<file path="src/rtl/dpram_port_arbiter.sv">
// Round-robin arbiter sharing one port of a byte-enabled dual-port RAM between
// NUM_REQ requesters, with optional bounded lock and a tagged read response.
//
// state       | meaning
// ST_UNLOCKED | round-robin grant from r_rr_ptr among all valid requesters
// ST_LOCKED   | only r_owner may be granted; released by lock=0 or MAX_LOCK beats
module dpram_port_arbiter #(
    parameter int NUM_REQ       = 3,
    parameter int ADDRESS_WIDTH = 6,
    parameter int BYTE_WIDTH    = 8,
    parameter int BYTES         = 4,
    parameter int DATA_WIDTH_R  = BYTE_WIDTH * BYTES,
    parameter int MAX_LOCK      = 8,
    localparam int ID_WIDTH     = (NUM_REQ > 1) ? $clog2(NUM_REQ) : 1,
    localparam int CNT_WIDTH    = $clog2(MAX_LOCK + 1)
) (
    input  logic                              clk,
    input  logic                              rst_n,
    input  logic [NUM_REQ-1:0]                i_req_valid,
    output logic [NUM_REQ-1:0]                o_req_ready,
    input  logic [NUM_REQ-1:0]                i_req_we,
    input  logic [NUM_REQ-1:0]                i_req_lock,
    input  logic [NUM_REQ*ADDRESS_WIDTH-1:0]  i_req_addr,
    input  logic [NUM_REQ*BYTES-1:0]          i_req_be,
    input  logic [NUM_REQ*BYTE_WIDTH-1:0]     i_req_wdata,
    output logic [ADDRESS_WIDTH-1:0]          o_ram_addr,
    output logic [BYTES-1:0]                  o_ram_be,
    output logic [BYTE_WIDTH-1:0]             o_ram_din,
    output logic                              o_ram_we,
    input  logic [DATA_WIDTH_R-1:0]           i_ram_dout,
    output logic                              o_rsp_valid,
    output logic [ID_WIDTH-1:0]               o_rsp_id,
    output logic [DATA_WIDTH_R-1:0]           o_rsp_rdata
);

    typedef enum logic {ST_UNLOCKED, ST_LOCKED} state_t;

    state_t                 r_state, w_state_nxt;
    logic [ID_WIDTH-1:0]    r_owner, w_owner_nxt;
    logic [ID_WIDTH-1:0]    r_rr_ptr, w_rr_ptr_nxt;
    logic [CNT_WIDTH-1:0]   r_lock_cnt, w_lock_cnt_nxt;
    logic                   r_rsp_valid;
    logic [ID_WIDTH-1:0]    r_rsp_id;

    logic                   w_found_hi, w_found_lo, w_owner_vld;
    logic [ID_WIDTH-1:0]    w_idx_hi, w_idx_lo;
    logic                   w_grant_vld;
    logic [ID_WIDTH-1:0]    w_grant_idx;
    logic                   w_grant_we, w_grant_lock;
    logic [ID_WIDTH-1:0]    w_grant_succ;
    logic [CNT_WIDTH-1:0]   w_cnt_inc;

    // Search from r_rr_ptr upward first, wrapping to the lowest valid index.
    always_comb begin
        w_found_hi  = 1'b0;
        w_found_lo  = 1'b0;
        w_idx_hi    = '0;
        w_idx_lo    = '0;
        w_owner_vld = 1'b0;
        for (int i = 0; i < NUM_REQ; i++) begin
            if (i_req_valid[i]) begin
                if (!w_found_lo) begin
                    w_found_lo = 1'b1;
                    w_idx_lo   = ID_WIDTH'(i);
                end
                if (!w_found_hi && (ID_WIDTH'(i) >= r_rr_ptr)) begin
                    w_found_hi = 1'b1;
                    w_idx_hi   = ID_WIDTH'(i);
                end
            end
            if (ID_WIDTH'(i) == r_owner) begin
                w_owner_vld = i_req_valid[i];
            end
        end
        if (r_state == ST_LOCKED) begin
            w_grant_vld = w_owner_vld;
            w_grant_idx = r_owner;
        end else begin
            w_grant_vld = w_found_lo;
            w_grant_idx = w_found_hi ? w_idx_hi : w_idx_lo;
        end
    end

    always_comb begin
        o_req_ready  = '0;
        o_ram_addr   = '0;
        o_ram_be     = '0;
        o_ram_din    = '0;
        o_ram_we     = 1'b0;
        w_grant_we   = 1'b0;
        w_grant_lock = 1'b0;
        for (int i = 0; i < NUM_REQ; i++) begin
            if (w_grant_vld && (w_grant_idx == ID_WIDTH'(i))) begin
                o_req_ready[i] = 1'b1;
                o_ram_addr     = i_req_addr[i*ADDRESS_WIDTH +: ADDRESS_WIDTH];
                o_ram_be       = i_req_be[i*BYTES +: BYTES];
                o_ram_din      = i_req_wdata[i*BYTE_WIDTH +: BYTE_WIDTH];
                o_ram_we       = i_req_we[i];
                w_grant_we     = i_req_we[i];
                w_grant_lock   = i_req_lock[i];
            end
        end
    end

    assign w_grant_succ = (w_grant_idx == ID_WIDTH'(NUM_REQ - 1)) ? '0
                                                                  : w_grant_idx + ID_WIDTH'(1);
    assign w_cnt_inc    = r_lock_cnt + CNT_WIDTH'(1);

    always_comb begin
        w_state_nxt    = r_state;
        w_owner_nxt    = r_owner;
        w_rr_ptr_nxt   = r_rr_ptr;
        w_lock_cnt_nxt = r_lock_cnt;
        if (w_grant_vld) begin
            case (r_state)
                ST_UNLOCKED: begin
                    if (w_grant_lock) begin
                        w_state_nxt    = ST_LOCKED;
                        w_owner_nxt    = w_grant_idx;
                        w_lock_cnt_nxt = CNT_WIDTH'(1);
                    end else begin
                        w_rr_ptr_nxt   = w_grant_succ;
                    end
                end
                ST_LOCKED: begin
                    w_lock_cnt_nxt = w_cnt_inc;
                    // Forced release ignores req_lock so no owner can starve the rest.
                    if (!w_grant_lock || (w_cnt_inc == CNT_WIDTH'(MAX_LOCK))) begin
                        w_state_nxt    = ST_UNLOCKED;
                        w_lock_cnt_nxt = '0;
                        w_rr_ptr_nxt   = w_grant_succ;
                    end
                end
                default: w_state_nxt = ST_UNLOCKED;
            endcase
        end
    end

    always_ff @(posedge clk or negedge rst_n) begin
        if (!rst_n) begin
            r_state    <= ST_UNLOCKED;
            r_owner    <= '0;
            r_rr_ptr   <= '0;
            r_lock_cnt <= '0;
        end else begin
            r_state    <= w_state_nxt;
            r_owner    <= w_owner_nxt;
            r_rr_ptr   <= w_rr_ptr_nxt;
            r_lock_cnt <= w_lock_cnt_nxt;
        end
    end

    // RAM read data arrives one cycle after acceptance; tag it to line up.
    always_ff @(posedge clk or negedge rst_n) begin
        if (!rst_n) begin
            r_rsp_valid <= 1'b0;
            r_rsp_id    <= '0;
        end else begin
            r_rsp_valid <= w_grant_vld && !w_grant_we;
            r_rsp_id    <= w_grant_vld ? w_grant_idx : '0;
        end
    end

    assign o_rsp_valid = r_rsp_valid;
    assign o_rsp_id    = r_rsp_id;
    assign o_rsp_rdata = i_ram_dout;

endmodule

</file>
<file path="config.mk">
export PLATFORM = sky130hd
export DESIGN_NAME = dpram_port_arbiter
export DESIGN_NICKNAME = d
export VERILOG_FILES = /design/src/rtl/dpram_port_arbiter.sv
export SDC_FILE = /design/constraint.sdc
export NUM_CORES = 1
export LEC_CHECK = 0
export ABC_AREA = 0
export BUFFER_PORTS_ARGS = -buffer_cell sky130_fd_sc_hd__buf_2
export CAP_MARGIN = 30
export CORE_MARGIN = 8
export CORE_UTILIZATION = 33
export DETAILED_ROUTE_END_ITERATION = 7
export GPL_TIMING_DRIVEN = 0
export PLACE_DENSITY = 0.81
export SYNTH_ARGS = -nofsm -noshare
export SYNTH_HDL_FRONTEND = slang
export SYNTH_SLANG_ARGS = --single-unit
</file>
<file path="constraint.sdc">
create_clock -name clk -period 3 [get_ports clk]
set_clock_uncertainty 0.1 [all_clocks]
set_input_delay 0.45 -clock clk [delete_from_list [all_inputs] [get_ports clk]]
set_output_delay 0.45 -clock clk [all_outputs]
set_load 0.01 [all_outputs]
</file>
== Yosys cells after proc, flatten, opt, wreduce, memory -nomap -nowiden ==
Cells that the tools add are included.
Operators by class
  reduce and logical (&&, ||, !) cells: 16
  $lt $le $gt $ge: 3
  multiplexer cells: 52
  add/subtract/negate cells: 2
  bitwise gates (word level): 1
  eq/ne operators: 8
Operators by type and width (count)
  1-bit 2-to-1 mux: 28
  8-bit 2-to-1 mux: 3
  2-bit 2-to-1 mux: 10
  4-bit 2-to-1 mux: 5
  6-bit 2-to-1 mux: 3
  4-bit case mux with 2 select lines: 1
  1-bit logical AND: 6
  3-bit AND reduction: 2
  4-bit by 1-bit adder with 4-bit output (second input constant): 1
  4-bit == test (second input constant): 1
  1-bit by 2-bit >= comparator with 1-bit output (first input constant): 2
  1-bit logical NOT: 4
  2-bit logical NOT: 2
  2-bit inequality test (second input constant): 2
  2-bit case mux with 2 select lines: 1
  2-bit by 1-bit adder with 2-bit output (second input constant): 1
  1-bit by 2-bit == test with 1-bit output (first input constant): 1
  2-bit by 1-bit == test with 1-bit output (second input constant): 1
  2-bit == test (first input constant): 1
  2-bit == test (second input constant): 1
  2-bit >= comparator (first input constant): 1
  2-bit by 1-bit inequality test with 1-bit output (second input constant): 1
  1-bit case mux with 2 select lines: 1
  2-bit AND reduction: 1
  other kinds (2): 2
Storage, ports and cells
  input bits: 97
  register bits after elaboration: 12
  logic and storage cells: 88

== Logic depth before layout (Yosys ltp) ==
Gate-level depths: netlist of the first run.
  depth in word-level cells: 22
  gate-level depth with buffers: 8
  depth with buffers taken out: 7

== Worst setup path after synthesis of the first run ==
Ideal clock, no wire load.
  kind: flip-flop to output port
  start: register r_state
  end: output o_ram_be[0]
  stages on the path, launching flop included: 9
  data required time: 2450 ps
  data arrival time: 1904 ps
  path slack: 546 ps
  cell sequence: dfrtp_1 buf_2 and4bb_1 a311oi_2 a22o_1 a211oi_2 clkbuf_1 a222oi_1 inv_1
On the way
  cells in the longest elaborated chain, start to end: 6
RTL lines
  from (decl): RTL line 38  | state_t r_state, w_state_nxt;
  from (signal assigned): RTL line 146  | r_state <= w_state_nxt;
  2-bit 2-to-1 mux: RTL line 75  | if (r_state == ST_LOCKED) begin
  2-bit logical NOT: RTL line 93  | if (w_grant_vld && (w_grant_idx == ID_WIDTH'(i))) begin
  1-bit logical AND: RTL line 93
  4-bit 2-to-1 mux (2 in series): RTL line 93
  4-bit 2-to-1 mux (*): RTL line 93
  to (decl): RTL line 27  | output logic [BYTES-1:0] o_ram_be,
Every way passes the cells marked *; elsewhere a longest branch is shown, timed or not.

== Worst setup path in the final report of the first run ==
  start: register r_rr_ptr[0]
  end: output o_ram_din[3]
On the way
  cells in the longest elaborated chain, start to end: 18
RTL lines
  from (decl): RTL line 40  | logic [ID_WIDTH-1:0] r_rr_ptr, w_rr_ptr_nxt;
  from (signal assigned): RTL line 148  | r_rr_ptr <= w_rr_ptr_nxt;
  1-bit by 2-bit >= comparator with 1-bit output: RTL line 66  | if (!w_found_hi && (ID_WIDTH'(i) >= r_rr_ptr)) begin
  1-bit 2-to-1 mux: RTL line 66
  1-bit 2-to-1 mux: RTL line 61  | if (i_req_valid[i]) begin
  1-bit logical NOT: RTL line 66
  1-bit logical AND: RTL line 66
  1-bit 2-to-1 mux: RTL line 66
  1-bit 2-to-1 mux: RTL line 61
  1-bit logical NOT: RTL line 66
  1-bit logical AND: RTL line 66
  2-bit 2-to-1 mux / 1-bit 2-to-1 mux (equally long branches): RTL line 66
  2-bit 2-to-1 mux / 1-bit 2-to-1 mux (equally long branches): RTL line 61
  2-bit 2-to-1 mux (*): RTL line 80  | w_grant_idx = w_found_hi ? w_idx_hi : w_idx_lo;
  2-bit 2-to-1 mux (*): RTL line 75
  2-bit logical NOT: RTL line 93
  1-bit logical AND: RTL line 93
  8-bit 2-to-1 mux (2 in series): RTL line 93
  8-bit 2-to-1 mux (*): RTL line 93
  to (decl): RTL line 28  | output logic [BYTE_WIDTH-1:0] o_ram_din,
Marks and branches as above.

==> run metrics, run 1 <==
status=finished clean; maximum clock frequency=350 MHz; ys async rst share=100%; H-tree depth=1; Hold Crit Class=in2reg; Sequential cell area=302 µm²; row count=22; multi-input gate area in the final layout=624 µm²; crit-path most repeated cell=buf_2; Mapped Cells=154; total placed cells including tap cells=323; ys flop type=dfrtp_1; reg2reg setup slack=0.36 ns; vias in the first global route=1,699; Final Non-Filler Cells=330; I/O pins=154; Lkg Pwr=1.21 nW; Final nets=382; hold slack=0.384 ns; crit path to=o_ram_din[3]; Final Util=55.7%; Rel. slew slack=70.5%; CP delay by family, top=compound AO/OA/AOI/OAI gates; Power per Cell Area=995 nW/µm²; crit path launch=r_rr_ptr[0]; routed via count=1,630; CP startpoint kind=flip-flop; ANT nets after route=0; vias per cell=4.94; FF-to-FF End=r_owner[1]; R2R cell count=9; share of post-route cells with drive strength above 1=61.7%; Final Max Tran Viols=0; crit-path max cell delay=0.39 ns; Synth Register Bits=12; All-Layer GR Usage=15.9%; Die Footprint=6060 µm²; WL final=5240 µm; required time worst endpoint=2.45 ns; CTS buffer count=3; Post-DP HPWL=4570 µm; worst-path cell chain=or2b_1, a211oi_1, a311o_1, o211a_1, buf_2, a222oi_1, inv_1, buf_2; Core Region=3660 µm²; top cell type's share of synthesized area=23.8%; Clock transition at path regs=0.06 ns; Final Setup Violations=0; yosys warns=0; DRC=0; Synth cell types=37; initial DRC count=170; WL per Instance=15.9 µm; CP max FO=10; initial antenna violation count=0; kind of critical path=reg2out; area delta synth->final=61.7%; # fillers=340; Worst Setup End Kind=output port; Mapped Area=1260 µm²; largest net degree at the start of global routing=13; clock buffer depth=2; reg2reg start=r_state; first-pass detailed-route iteration total=5; worst path buffer plus inverter count=3; PortBufs=121; top cells by area, synth=dfrtp_1 (24%), buf_4 (19%), a222oi_1 (14%), inv_1 (6.5%), nand2_1 (2.7%); Critical Path Stages=8; starting density of the core=34.4%; routability cong.=0.807; minimum clock period=2.86 ns; MaxCap Viol Count=0; CTS tree=done; Final Hold Fails=0; die height=77.8 µm; Crit-path slowest cell=dfrtp_1; first-pass GRT wire length=8110 µm; clock root buffer=clkbuf_8; peak supply drop=0.467 mV; syn avg cell area=8.19 µm²; Net Count, Synth=253; Die X=77.8 µm; Overflow after GRT=0; clock sink total=12; worst slew pin tran=0.438 ns; EDFF count, synth=0; clk_lat worst skew=0.24 ns; Synth area leader=dfrtp_1; sequential area share after synthesis=23.8%; Antenna diodes=0; Final Cycle Share=95.2%; WP data arrival=2.31 ns
-- flip-flops by register name, summed over array words and instances, names as in the netlist --
| register | count |
|---|---|
| o_rsp_id | 2 |
| o_rsp_valid | 1 |
| r_lock_cnt | 4 |
| r_owner | 2 |
| r_rr_ptr | 2 |
| r_state | 1 |
-- report_power, final --
group | switching (mW) | internal, mW | total [mW] | leakage [nW]
clock network | 0.0627 | 0.116 | 0.179 | 0.0288
logic | 0.866 | 0.696 | 1.56 | 1.04
registers | 0.0550 | 0.234 | 0.289 | 0.146
-- worst reg2reg max path: cells and delay by family (launching register included) --
kind | cells | cell delay [ns]
and+or+nand+nor | 3 | 0.81
AOI/OAI and AO/OA | 3 | 0.59
muxes | 1 | 0.38
DFF | 1 | 0.32
buffers and inverters | 2 | 0.32
-- cells by family after synthesis --
logic type | synth area share, %
compound gates | 29.4
xor+xnor | 0.695
fa+ha+maj | 1.98
buf+inv | 27.8
flops | 23.8
mux | 3.37
simple gates | 13.0
-- layout by cell type (no fill, tap or decap), drive strengths merged, types with 2 or more instances in the layout --
| cell type | instances |
|---|---|
| buf | 160 |
| inv | 22 |
| a222oi | 18 |
| dfrtp | 12 |
| nand2 | 9 |
| nor2 | 9 |
| o21ai | 6 |
| clkbuf | 6 |
| nor3 | 2 |
| a21o | 2 |
| or2b | 2 |
| o211a | 2 |
| nand3 | 2 |
| nand2b | 2 |
| mux2i | 2 |
| or4 | 2 |
| mux2 | 2 |
| ha | 2 |
| a211oi | 2 |
| a21oi | 2 |
-- through the flow --
stage	cell area, µm²	total power, mW	setup TNS (ns)	worst slack [ns]
after floorplan	1260	1.24	0	0.546
after global placement	1930	1.75	0	0.0989
after detailed placement	1930	1.77	0	0.0964
after CTS	2000	1.96	0	0.000426
after global routing	2040	2.23	-0.0545	-0.0243
final	2040	2.03	0	0.143
-- worst min-delay path by stage --
stage                            from          end  slack [ns]  depth (start not counted)
after floorplan                 rst_n  o_rsp_id[0]        0.05                          0
after global placement          rst_n  o_rsp_valid        0.24                          1
after detailed placement        rst_n  o_rsp_valid        0.25                          1
after CTS                 i_req_we[0]  o_rsp_valid        0.38                          4
after global routing      i_req_we[0]  o_rsp_valid        0.42                          4
final                     i_req_we[0]  o_rsp_valid        0.38                          4
-- routing by layer --
layer | vias up | part of all wire, % | global-route usage, %
met5 | - | 0 | 0
met4 | 0 | 0.57 | 2.45
met3 | 2 | 12 | 7.83
met2 | 104 | 53 | 29.7
met1 | 736 | 34 | 15.5
li1 | 788 | - | -
-- cells in the mapped netlist (2+ instances only) --
library cell	instances
nand3_1	2
mux2_2	2
ha_1	2
a222oi_1	18
a21oi_1	2
inv_1	22
nor2_1	9
nand2b_1	2
clkbuf_1	6
o211a_1	2
or4_1	2
dfrtp_1	12
mux2i_1	2
a21o_1	2
nand2_1	9
buf_4	32
o21ai_0	6
or2b_1	2
nor3_1	2
-- cell type report --
cell class                      count  share of cell area, %
Timing Repair Buffer              124                   30.9
Multi-Input combinational cell     81                   30.6
Sequential cell                    12                   14.8
Buffer                             39                   14.0
Inverter                           22                   4.05
Tap cell                           48                   2.94
Clock buffer                        4                   2.70
-- what timing repair did --
action	4_1_cts	5_1_grt
hold endpoints to repair	12	0
hold buffers	1	0
buffers inserted	0	2
gates resized for setup	4	20
endpoints found under the setup margin	18	20
cloned	0	0
pin swaps	0	8
Power figures use the tool's default switching activity.
==> run 2, diff against run 1 <==
--- a/config.mk
+++ b/config.mk
@@ -5,11 +5,11 @@
 export SDC_FILE = /design/constraint.sdc
 export NUM_CORES = 1
 export LEC_CHECK = 0
-export ABC_AREA = 0
+export ABC_AREA = 1
 export BUFFER_PORTS_ARGS = -buffer_cell sky130_fd_sc_hd__buf_2
 export CAP_MARGIN = 30
 export CORE_MARGIN = 8
-export CORE_UTILIZATION = 33
+export CORE_UTILIZATION = 34
 export DETAILED_ROUTE_END_ITERATION = 7
 export GPL_TIMING_DRIVEN = 0
 export PLACE_DENSITY = 0.81
==> run metrics, run 2 <==
status=finished clean; top cell type's share of synthesized area=22.9% (-0.94 points); Final Max Tran Viols=0 (unchanged); PortBufs=121 (unchanged); WL final=5380 µm (+2.6%); Synth Register Bits=12 (unchanged); Final Cycle Share=81.6% (-14 points); Commonest cells post-synth=nand2_1 (83), buf_4 (35), nand3_1 (26); ANT nets after route=0 (unchanged); # fillers=400 (+18%); Clock transition at path regs=0.05 ns (about the same); DRC=0 (unchanged); Hold Path End=o_rsp_valid; largest net degree at the start of global routing=13 (unchanged); initial DRC count=75 (-56%); share of post-route cells with drive strength above 1=52.2% (-9.5 points); Die X=79.3 µm (+1.9%); reg2reg setup slack=1.23 ns (+0.87 ns); Net Count, Synth=315 (+25%); hold depth=4 (unchanged); routability cong.=0.789 (-2.3%); first-pass GRT wire length=8290 µm (+2.2%); starting density of the core=34.6% (+0.11 points); WL per Instance=13.7 µm (-13%); WP data arrival=1.90 ns (-0.41 ns); Mapped Cells=216 (+40%); R2R cell count=10 (+1); Final Hold Fails=0 (unchanged); MaxCap Viol Count=0 (unchanged); Antenna diodes=0 (unchanged); Post-DP HPWL=4670 µm (+2.0%); All-Layer GR Usage=16.2% (+0.34 points); CP startpoint kind=flip-flop; Worst Setup End Kind=output port; Synth area leader=nand2_1; CP max FO=10 (unchanged); vias in the first global route=1,827 (+7.5%); register with the most flip-flops=r_lock_cnt; CTS buffer count=3 (unchanged); ys flop type=dfrtp_1; top cells by area, synth=nand2_1 (23%), dfrtp_1 (22%), buf_4 (19%), nand3_1 (9.6%), inv_1 (3.3%); top-count cell post-synth=nand2_1; sequential area share after synthesis=22.0% (-1.8 points); area delta synth->final=52.8%; reg2reg start=r_rr_ptr[1]; die height=79.3 µm (+1.9%); Fin Setup TNS=0 ns (unchanged); hold slack=0.394 ns (+0.0102 ns); Mapped Area=1360 µm² (+8.0%); Power per Cell Area=901 nW/µm² (-9.5%); Overflow after GRT=0 (unchanged); clock root buffer=clkbuf_8; worst slew pin tran=0.291 ns (-0.147 ns); syn avg cell area=6.31 µm² (-23%); pre-CTS setup slack=0.633 ns (+0.537 ns); Die Footprint=6290 µm² (+3.9%); Hold Crit Class=in2reg; FF-to-FF End=r_owner[1]; Core Region=3940 µm² (+7.7%); Largest register FFs=4 (unchanged); CTS tree=done; most common cell after layout, fill and taps aside=buf_2; peak supply drop=0.355 mV (-24%); vias per cell=4.49 (-9.1%); H-tree depth=1 (unchanged); ys async rst share=100% (unchanged); clock sink total=12 (unchanged); initial antenna violation count=0 (unchanged); row count=23 (+4.5%); yosys warns=0 (unchanged); minimum clock period=2.45 ns (-0.410 ns); most frequent cells in the layout=buf_2 (125), nand2_1 (83), buf_4 (35); hold path startpoint=i_req_we[0]; Lkg Pwr=1.26 nW (+3.5%); EDFF count, synth=0 (unchanged); Final nets=442 (+16%); RSZ-0062 raised after global routing=no; required time worst endpoint=2.45 ns (about the same); Final Util=52.8% (-2.9 points); maximum clock frequency=409 MHz (+17%); Final Setup Violations=0 (unchanged); final worst slack=0.553 ns (+0.410 ns); post_cts resized=0 (-4); clk_lat worst skew=0.25 ns (about the same); routed via count=1,755 (+7.7%); Pwr Total=1.87 mW (-7.6%); Rel. slew slack=80.4% (+10 points); I/O pins=154 (unchanged); clock buffer depth=2 (unchanged); Synth cell types=22 (-41%); first-pass detailed-route iteration total=4 (-1); kind of critical path=reg2out
==> run 2: changes by cell type after synthesis, moves of 3 or more <==
cell      change
nand2_1      +74
buf_4         +3
nand4_1       +6
nand3_1      +24
inv_1        -10
buf_2         +3
nor2_4        +3
a222oi_1     -18
nand2_2       +4
clkbuf_1      -6
==> run 2: through the flow <==
stage                     std cells  instance area [µm²]
after floorplan                 216                 1360
after global placement          387                 2030
after detailed placement        387                 2030
after CTS                       391                 2080
after global routing            391                 2080
final                           391                 2080
==> run 2: where the power goes <==
group	switching (mW)	internal (mW)	leakage (nW)	total [mW]
sequential	0.0459	0.228	0.152	0.273
combinational	0.899	0.553	1.08	1.45
clock	0.0610	0.0887	0.0216	0.150
total	1.01	0.869	1.26	1.87
==> run 2: cell type report <==
| cell class | instances | area (µm²) | area share, % |
|---|---|---|---|
| Clock buffer | 3 | 41.3 | 1.98 |
| Buffer | 39 | 283 | 13.6 |
| Multi-Input combinational cell | 150 | 721 | 34.6 |
| Inverter | 15 | 58.8 | 2.82 |
| Tap cell | 50 | 62.6 | 3.00 |
| Sequential cell | 12 | 300 | 14.4 |
| Timing Repair Buffer | 122 | 616 | 29.6 |
==> run 2: cells by family after synthesis <==
family	count (synthesis)	share of synthesized area, %
flip-flops	12	22.0
XOR/XNOR	2	1.29
AO/OA/AOI/OAI	10	3.95
AND/OR/NAND/NOR	136	45.8
buffers and inverters	54	25.1
adder cells (fa/ha/maj)	2	1.84
==> run 2: metal layers <==
| metal | share of wire, % | GRT usage (%) | up-vias |
|---|---|---|---|
| li1 | - | - | 903 |
| met1 | 33 | 14.7 | 767 |
| met2 | 54 | 30.6 | 80 |
| met3 | 12 | 8.01 | 5 |
| met4 | 1.1 | 5.00 | 0 |
| met5 | 0 | 0 | - |
==> run 2: worst max path at each step <==
stage	from	cells after the start	slack, ns	to
after floorplan	i_req_valid[0]	10	1.05	o_ram_be[0]
after global placement	i_req_valid[0]	12	0.64	o_ram_din[3]
after detailed placement	i_req_valid[0]	12	0.63	o_ram_din[3]
after CTS	r_rr_ptr[1]	12	0.54	o_ram_din[3]
after global routing	r_state	11	0.36	o_ram_addr[0]
final	r_rr_ptr[1]	12	0.55	o_ram_din[3]
==> run 2: critical path, cell delays in order, from the launching register on <==
cell and delay (ns):
dfrtp_1 0.39, inv_1 0.07, nand2_1 0.10, nand2_1 0.07, nand2_1 0.05, nand2_1 0.05, nand2_1 0.09, nand2_2 0.10
nor2_1 0.18, buf_2 0.25, nand2_1 0.08, nand3_1 0.08, buf_2 0.14
==> run 2: what timing repair did <==
item,in CTS,in global routing
hold buffers,1,0
endpoints found under the hold margin,12,0
setup buffers,0,0
